$ cat src/rtl/inv_revaluate_unit_if.sv
// Handshake and data bus between the decoder pipeline and the inverse chi stage.
interface inv_revaluate_unit_if #(
  parameter int ROWS = 64
);
  logic              start;
  logic [5*ROWS-1:0] data_in;
  logic              ready;
  logic              busy;
  logic [5*ROWS-1:0] data_out;
  logic              out_valid;

  modport master (
    output start,
    output data_in,
    input  ready,
    input  busy,
    input  data_out,
    input  out_valid
  );

  modport slave (
    input  start,
    input  data_in,
    output ready,
    output busy,
    output data_out,
    output out_valid
  );
endinterface

$ cat src/rtl/inv_revaluate_unit.sv
// Inverse chi stage: latches a 5-lane state slice, then recovers one 5-bit
// row per cycle through a constant inverse table, pulsing out_valid when done.
module inv_revaluate_unit #(
  parameter int ROWS = 64
) (
  input  logic                 clk,
  input  logic                 rst,
  inv_revaluate_unit_if.slave  bus
);
  localparam int CW = (ROWS > 1) ? $clog2(ROWS) : 1;

  localparam logic [1:0] IDLE = 2'd0;
  localparam logic [1:0] LOAD = 2'd1;
  localparam logic [1:0] PROC = 2'd2;
  localparam logic [1:0] DONE = 2'd3;

  // Forward chi on one row: b[i] = a[i] ^ (~a[i+1] & a[i+2]), indices mod 5.
  function automatic logic [4:0] chi_row(input logic [4:0] a);
    logic [4:0] b;
    for (int unsigned i = 0; i < 5; i++) begin
      b[i] = a[i] ^ (~a[(i + 1) % 5] & a[(i + 2) % 5]);
    end
    return b;
  endfunction

  // Inverse table built at elaboration by scattering every a to slot chi(a);
  // chi is a bijection on 5 bits, so every slot is written exactly once.
  function automatic logic [159:0] build_inv();
    logic [159:0] tbl;
    tbl = '0;
    for (int unsigned a = 0; a < 32; a++) begin
      tbl[5 * int'(chi_row(5'(a))) +: 5] = 5'(a);
    end
    return tbl;
  endfunction

  localparam logic [159:0] INV = build_inv();

  logic [1:0]        state;
  logic [1:0]        state_next;
  logic [CW-1:0]     cnt;
  logic [5*ROWS-1:0] in_reg;
  logic [5*ROWS-1:0] result;
  logic [4:0]        row_in;
  logic [4:0]        row_out;
  logic              last_row;

  assign last_row = (cnt == CW'(ROWS - 1));

  // Select the current row and look up its inverse.
  always_comb begin
    row_in  = in_reg[5 * int'(cnt) +: 5];
    row_out = INV[5 * int'(row_in) +: 5];
  end

  // Next-state logic; any unexpected encoding falls back to IDLE.
  always_comb begin
    state_next = IDLE;
    case (state)
      IDLE:    state_next = bus.start ? LOAD : IDLE;
      LOAD:    state_next = PROC;
      PROC:    state_next = last_row ? DONE : PROC;
      DONE:    state_next = IDLE;
      default: state_next = IDLE;
    endcase
  end

  // Present-state register.
  always_ff @(posedge clk or posedge rst) begin
    if (rst) state <= IDLE;
    else     state <= state_next;
  end

  // Datapath: latch input in LOAD, write one recovered row per PROC cycle.
  always_ff @(posedge clk or posedge rst) begin
    if (rst) begin
      cnt    <= '0;
      in_reg <= '0;
      result <= '0;
    end else begin
      case (state)
        LOAD: begin
          in_reg <= bus.data_in;
          cnt    <= '0;
        end
        PROC: begin
          result[5 * int'(cnt) +: 5] <= row_out;
          if (!last_row) cnt <= cnt + CW'(1);
        end
        default: ;
      endcase
    end
  end

  assign bus.ready     = (state == IDLE);
  assign bus.busy      = (state == LOAD) || (state == PROC);
  assign bus.out_valid = (state == DONE);
  assign bus.data_out  = result;
endmodule

$ cat src/flat_wrapper.sv
// flat-port wrapper written by rule: the top's interface ports become plain ports
module inv_revaluate_unit_flat 
#(
  parameter int ROWS = 64
)
  (clk, rst, bus_start, bus_data_in, bus_ready, bus_busy, bus_data_out, bus_out_valid);
  inv_revaluate_unit_if #(.ROWS(ROWS)) bus_i ();
  input  logic clk;
  input  logic rst;
  input wire logic [$bits(bus_i.start)-1:0] bus_start;
  input wire logic [$bits(bus_i.data_in)-1:0] bus_data_in;
  output wire logic [$bits(bus_i.ready)-1:0] bus_ready;
  output wire logic [$bits(bus_i.busy)-1:0] bus_busy;
  output wire logic [$bits(bus_i.data_out)-1:0] bus_data_out;
  output wire logic [$bits(bus_i.out_valid)-1:0] bus_out_valid;
  assign bus_i.start = bus_start;
  assign bus_i.data_in = bus_data_in;
  assign bus_ready = bus_i.ready;
  assign bus_busy = bus_i.busy;
  assign bus_data_out = bus_i.data_out;
  assign bus_out_valid = bus_i.out_valid;
  inv_revaluate_unit #(.ROWS(ROWS)) u_core (.clk(clk), .rst(rst), .bus(bus_i));
endmodule
$ cat config.mk
export PLATFORM = sky130hd
export DESIGN_NAME = inv_revaluate_unit_flat
export DESIGN_NICKNAME = d
export VERILOG_FILES = /design/src/rtl/inv_revaluate_unit_if.sv /design/src/rtl/inv_revaluate_unit.sv /design/src/flat_wrapper.sv
export SDC_FILE = /design/constraint.sdc
export NUM_CORES = 2
export LEC_CHECK = 0
export CORE_ASPECT_RATIO = 1.2
export CORE_MARGIN = 4
export CORE_UTILIZATION = 40
export CTS_CLUSTER_SIZE = 8
export DETAILED_ROUTE_END_ITERATION = 10
export GPL_TIMING_DRIVEN = 0
export MAX_ROUTING_LAYER = met4
export PLACE_DENSITY_LB_ADDON = 0.05
export RECOVER_POWER = 100
export SKIP_LAST_GASP = 1
export SYNTH_ARGS = -nofsm -noshare
export SYNTH_HDL_FRONTEND = slang
export SYNTH_SLANG_ARGS = --single-unit
$ cat constraint.sdc
create_clock -name clk -period 67.2 [get_ports clk]
set_input_delay 10.08 -clock clk [delete_from_list [all_inputs] [get_ports clk]]
set_output_delay 10.08 -clock clk [all_outputs]
set_load 0.05 [all_outputs]
[Yosys cells after proc, flatten, opt, wreduce, memory -nomap -nowiden]
Index checks and enable logic that the tools add are counted.
Storage, ports and cells
  register bits after elaboration: 648
  latch bits: 0
  bits in writable memories: 0
  ROM bits: 0
  input bits: 323
  output and inout bits: 323
  word-level logic and storage cells: 27
  memories: 0
Cells by class
  $add $sub $neg: 2
  $mul: 2
  divide/modulo/power cells: 0
  $lt $le $gt $ge: 0
  equal/unequal tests: 5
  shift-type cells: 4
  mux-type cells: 6
  bitwise operators: 0
  reduce and logical (&&, ||, !) cells: 4
Operators by type and width (number)
  $bwmux 320: 1
  $shift 5x33->320 const A: 1
  $shiftx 320x32->5: 1
  $shiftx 5x33->320: 1
  $shiftx 160x32->5 const A: 1
  $neg 32->33: 1
  $pmux 6 s2: 1
  $mul 3x6->9 const A: 1
  $mul 3x5->8 const A: 1
  $pmux 2 s4: 1
  $add 6x1->6 const B: 1
  $eq 6x6->1 const B: 1
  $mux 6: 1
  $eq 2x2->1 const B: 2
  $eq 2x1->1 const B: 1
  $logic_not 2->1: 1
  $mux 1: 2
  $ne 2x2->1 const B: 1
  $reduce_and 2->1: 1
  $reduce_bool 2->1: 1
  $logic_or 1x1->1: 1

[Logic depth before layout (Yosys ltp)]
  depth after elaboration: 6
  mapped depth: 15
  mapped depth without buffers: 11

[Worst setup path after synthesis]
No wires, ideal clock.
  path type: reg2out
  from: register u_core.state[0]
  to: output bus_busy
  data arrival time: 0.962 ns
  data required time: 57.120 ns
  path slack: 56.158 ns
  cell stages (with the launch flop): 3
  path buffers: 0
  cells stage by stage: dfrtp_1 inv_1 ha_1
Between the ends
  word-level cells in the longest chain between the ends: 2
  elaborated cells on any way between the ends: 3
  classes of those cells: eq/ne: 2; reduce/logical: 1
Ends and longest elaborated chain
  start, declared: RTL line inv_revaluate_unit.sv:39  | logic [1:0] state;
  start signal, assigned: RTL line inv_revaluate_unit.sv:71  | else state <= state_next;
  $eq 2x1->1 or $eq 2x2->1 (tied branches): RTL line inv_revaluate_unit.sv:96  | assign bus.busy = (state == LOAD) || (state == PROC);
  $logic_or 1x1->1 (*): RTL line inv_revaluate_unit.sv:96
  end, declared: RTL line flat_wrapper.sv:13  | output wire logic [$bits(bus_i.busy)-1:0] bus_busy;
Mark *: on every way between the ends. The rest lies on a longest branch, timed or not.

==> metrics.txt <==
result of the run complete, but fails checks; violations in the final reports max-capacitance violations, max-slew violations; total negative slack for setup checks 0 ns; fraction of power consumed by sequential logic 43.7%; cell area after synthesis 27430 µm²; combinational fraction of design power 15.9%; post-CTS setup-driven buffer insertion count 0; DRC violation count after routing 0; endpoint type of the worst setup path asynchronous set/reset pin; global-route wire length before repair 150.6 mm; share of the cycle needed by the critical path after routing 39.06%; Die Y-Extent 294.9 µm; post-synthesis instance total 2123; Synth Area in Adders 0.5930%; final-report max-slew violation count 681; endpoints failing hold 0; vias in the first global route 21930; highest ir drop seen on vdd 0.01871 mV; synthesized-area fraction occupied by ao, oa, aoi and oai cells 7.755%; placeable core area 67530 µm²; maximum number of pins on one net before global-route repair 133; switching portion of total power 28.62%; main combinational cell family by area after synthesis multiplexers; Pwr Density 26.50 nW/µm²; Pre-antenna DRT Iters 7; wire per inst 27.39 µm; input/output buffers 645; Die Footprint 72840 µm²; total setup violations reported at the end of the flow 0; Inserted Clock Buffers 90; DRC marker count from the first detailed-route iteration 1282; largest cells by area after synthesis dfrtp_1 59%, mux2_2 14%, mux4_2 6.2%; flops & latches, synth 648; Avg Cell Area, Syn 12.92 µm²; Synth top area share 59.12%; number of antenna violations at the first check in global routing 70; Resized Gates After CTS 0; gpl congestion 0.8737; Worst slew margin -352.6%; unrepaired setup endpoints after global routing no; final HPWL from detailed placement 80.61 mm; Post-Synth XOR/XNOR Area 0.4105%; share of synthesized cell area in and, or, nand and nor gates 7.668%; signal arrival time at the worst endpoint 25.52 ns; GRT Util Overall 29.26%; static leakage power 15.68 nW; TritonCTS clock tree done; Crit Path Max Fanout 132; maximum level of the CTS H-tree 3; clk buf depth 3; count of antenna-violating nets left after detailed routing 0; nets@finish 3202; post-synthesis sequential area ratio 59.12%; Std-Cell Rows 104; commonest register cell after synthesis dfrtp_1; Synthesized Nets 2459; part of the power in the clock network 40.4%; Req. time, crit path 66.47 ns; EDFF count, synth 0; Synth cell types 71; hold-fix buffer count after cts 0; clock slew at reported path FFs 0.05 ns; total wirelength of the detailed-routed design 104.6 mm; Tightest Hold Check Type register to register; total congestion overflow after global routing 0; skew final 0.02302 ns; maximum clock frequency 0.03809 GHz; clock root buffer clkbuf_16; FFs w/ async S/R, synth 100.0%; critical path class primary input to asynchronous set/reset pin; category of the worst setup path launch point primary input; actual transition at the worst max-transition pin 6.789 ns; layout overhead on the synthesized area 36.37%; share of layout cells above drive strength 1 19.55%; count of clock tree sinks 648; die width 247.0 µm; insertion delay of the later-clocked pin in the worst-skew pair 0.64 ns; Maximum Capacitance Violations 9; cell internal pwr 0.7077 mW; library cell with the largest summed area after synthesis dfrtp_1; I/O pins 646; Switching Power 0.2837 mW; multiplexer area fraction after synthesis 21.79%; routed via count divided by cell count 5.418; via count of the routed design 20700; Synth Warn # 0; Initial Utilization 40.61%; Hold WS 0.4699 ns; clock period minus worst slack 26.25 ns
[per-stage QoR]
| step | power [mW] | std cells | setup WS (ns) | area, µm² | util [%] |
|---|---|---|---|---|---|
| after CTS | 1.014 | 3771 | 54.78 | 37550 | 55.60 |
| after global placement | 0.6079 | 3669 | 31.93 | 35010 | 51.84 |
| after floorplan | 0.5317 | 2123 | 38.96 | 27430 | - |
| final | 0.9914 | 3820 | 40.95 | 37410 | 55.39 |
| after detailed placement | 0.6114 | 3675 | 54.57 | 35200 | 52.12 |
| after global routing | 1.025 | 3818 | 37.76 | 37400 | 55.38 |
[worst paths after layout]
check / startpoint / to / slack [ns] / cells past startpoint
setup reg to reg: u_core.cnt[2] / u_core.bus.data_out[271] / 59.86 / 11
max in group clk: u_core.state[0] / bus_busy / 54.76 / 3
setup / recovery: rst / u_core.bus.data_out[163] / 40.95 / 5
min in group asynchronous: rst / u_core.in_reg[266] / 10.76 / 2
hold / removal: u_core.bus.data_out[172] / u_core.bus.data_out[172] / 0.47 / 2
hold reg to reg: u_core.bus.data_out[172] / u_core.bus.data_out[172] / 0.47 / 2
[critical path, stage by stage]
cell	delay, ns
dlygate4sd3_1	0.55
clkinvlp_2	1.67
clkbuf_1	3.54
clkbuf_1	4.90
clkbuf_1	4.49
[routing by layer]
layer / routed length (µm) / global-route usage [%] / up-vias
li1: - / - / 9080
met1: 36910 / 31.55 / 10580
met2: 56240 / 52.25 / 832
met3: 7269 / 6.815 / 206
met4: 4200 / 11.03 / 0
met5: 0 / - / -
[layout by cell type (no fill, tap or decap), types with 39 or more instances in the layout]
cell             n
a21oi_1         39
a22o_1          39
clkbuf_1        91
clkbuf_16       91
dfrtp_1        648
diode_2         49
dlygate4sd3_1  644
mux2_2         347
mux4_2          76
nand2_1        324
nand3_1         39
nor2_1          82
o21ai_0        219
[power by group through the flow]
stage / Clock (mW) / Combinational, mW / Sequential [mW]
floorplan: 0 / 0.0378 / 0.494
global placement: 0 / 0.168 / 0.439
detailed placement: 0 / 0.171 / 0.440
CTS: 0.408 / 0.172 / 0.434
global route: 0.423 / 0.166 / 0.436
finish: 0.401 / 0.157 / 0.433
[cell families (layout without fill, tap and decap cells)]
kind of cell	Yosys count	in the layout
AOI/OAI and AO/OA	356	356
other	0	49
DFF	648	648
xor gates and xnor gates	12	12
muxes	450	450
adders and majority gates	13	13
and+or+nand+nor	503	503
buffers and inverters	141	888
[cell type report]
class / count / area, µm²
Fill cell: 5689 / 30130
Sequential cell: 648 / 16220
Multi-Input combinational cell: 1334 / 10450
Timing Repair Buffer: 651 / 6486
Clock buffer: 91 / 2277
Tap cell: 901 / 1127
Buffer: 112 / 545.5
Antenna cell: 49 / 122.6
Inverter: 29 / 110.1
Clock inverter: 5 / 73.82
[cell usage after synthesis (all sizes together) (2+ instances only)]
library cell  instances
dfrtp               648
mux2                349
nand2               324
o21ai               227
nor2                 84
mux4                 81
clkbuf               73
a21oi                39
a22o                 39
buf                  39
nand3                39
inv                  28
mux2i                20
nor3                 16
ha                   13
o31ai                12
xnor2                 8
nand4                 7
a22oi                 6
nor2b                 6
and2                  5
nand2b                5
o22ai                 5
a211oi                4
and3                  4
xor2                  4
o32ai                 3
o41ai                 3
a221oi                2
a2bb2oi               2
a311oi                2
a31o                  2
a31oi                 2
nand3b                2
nor3b                 2
nor4                  2
or3                   2
Note: power is estimated with default switching activity, not from simulation.
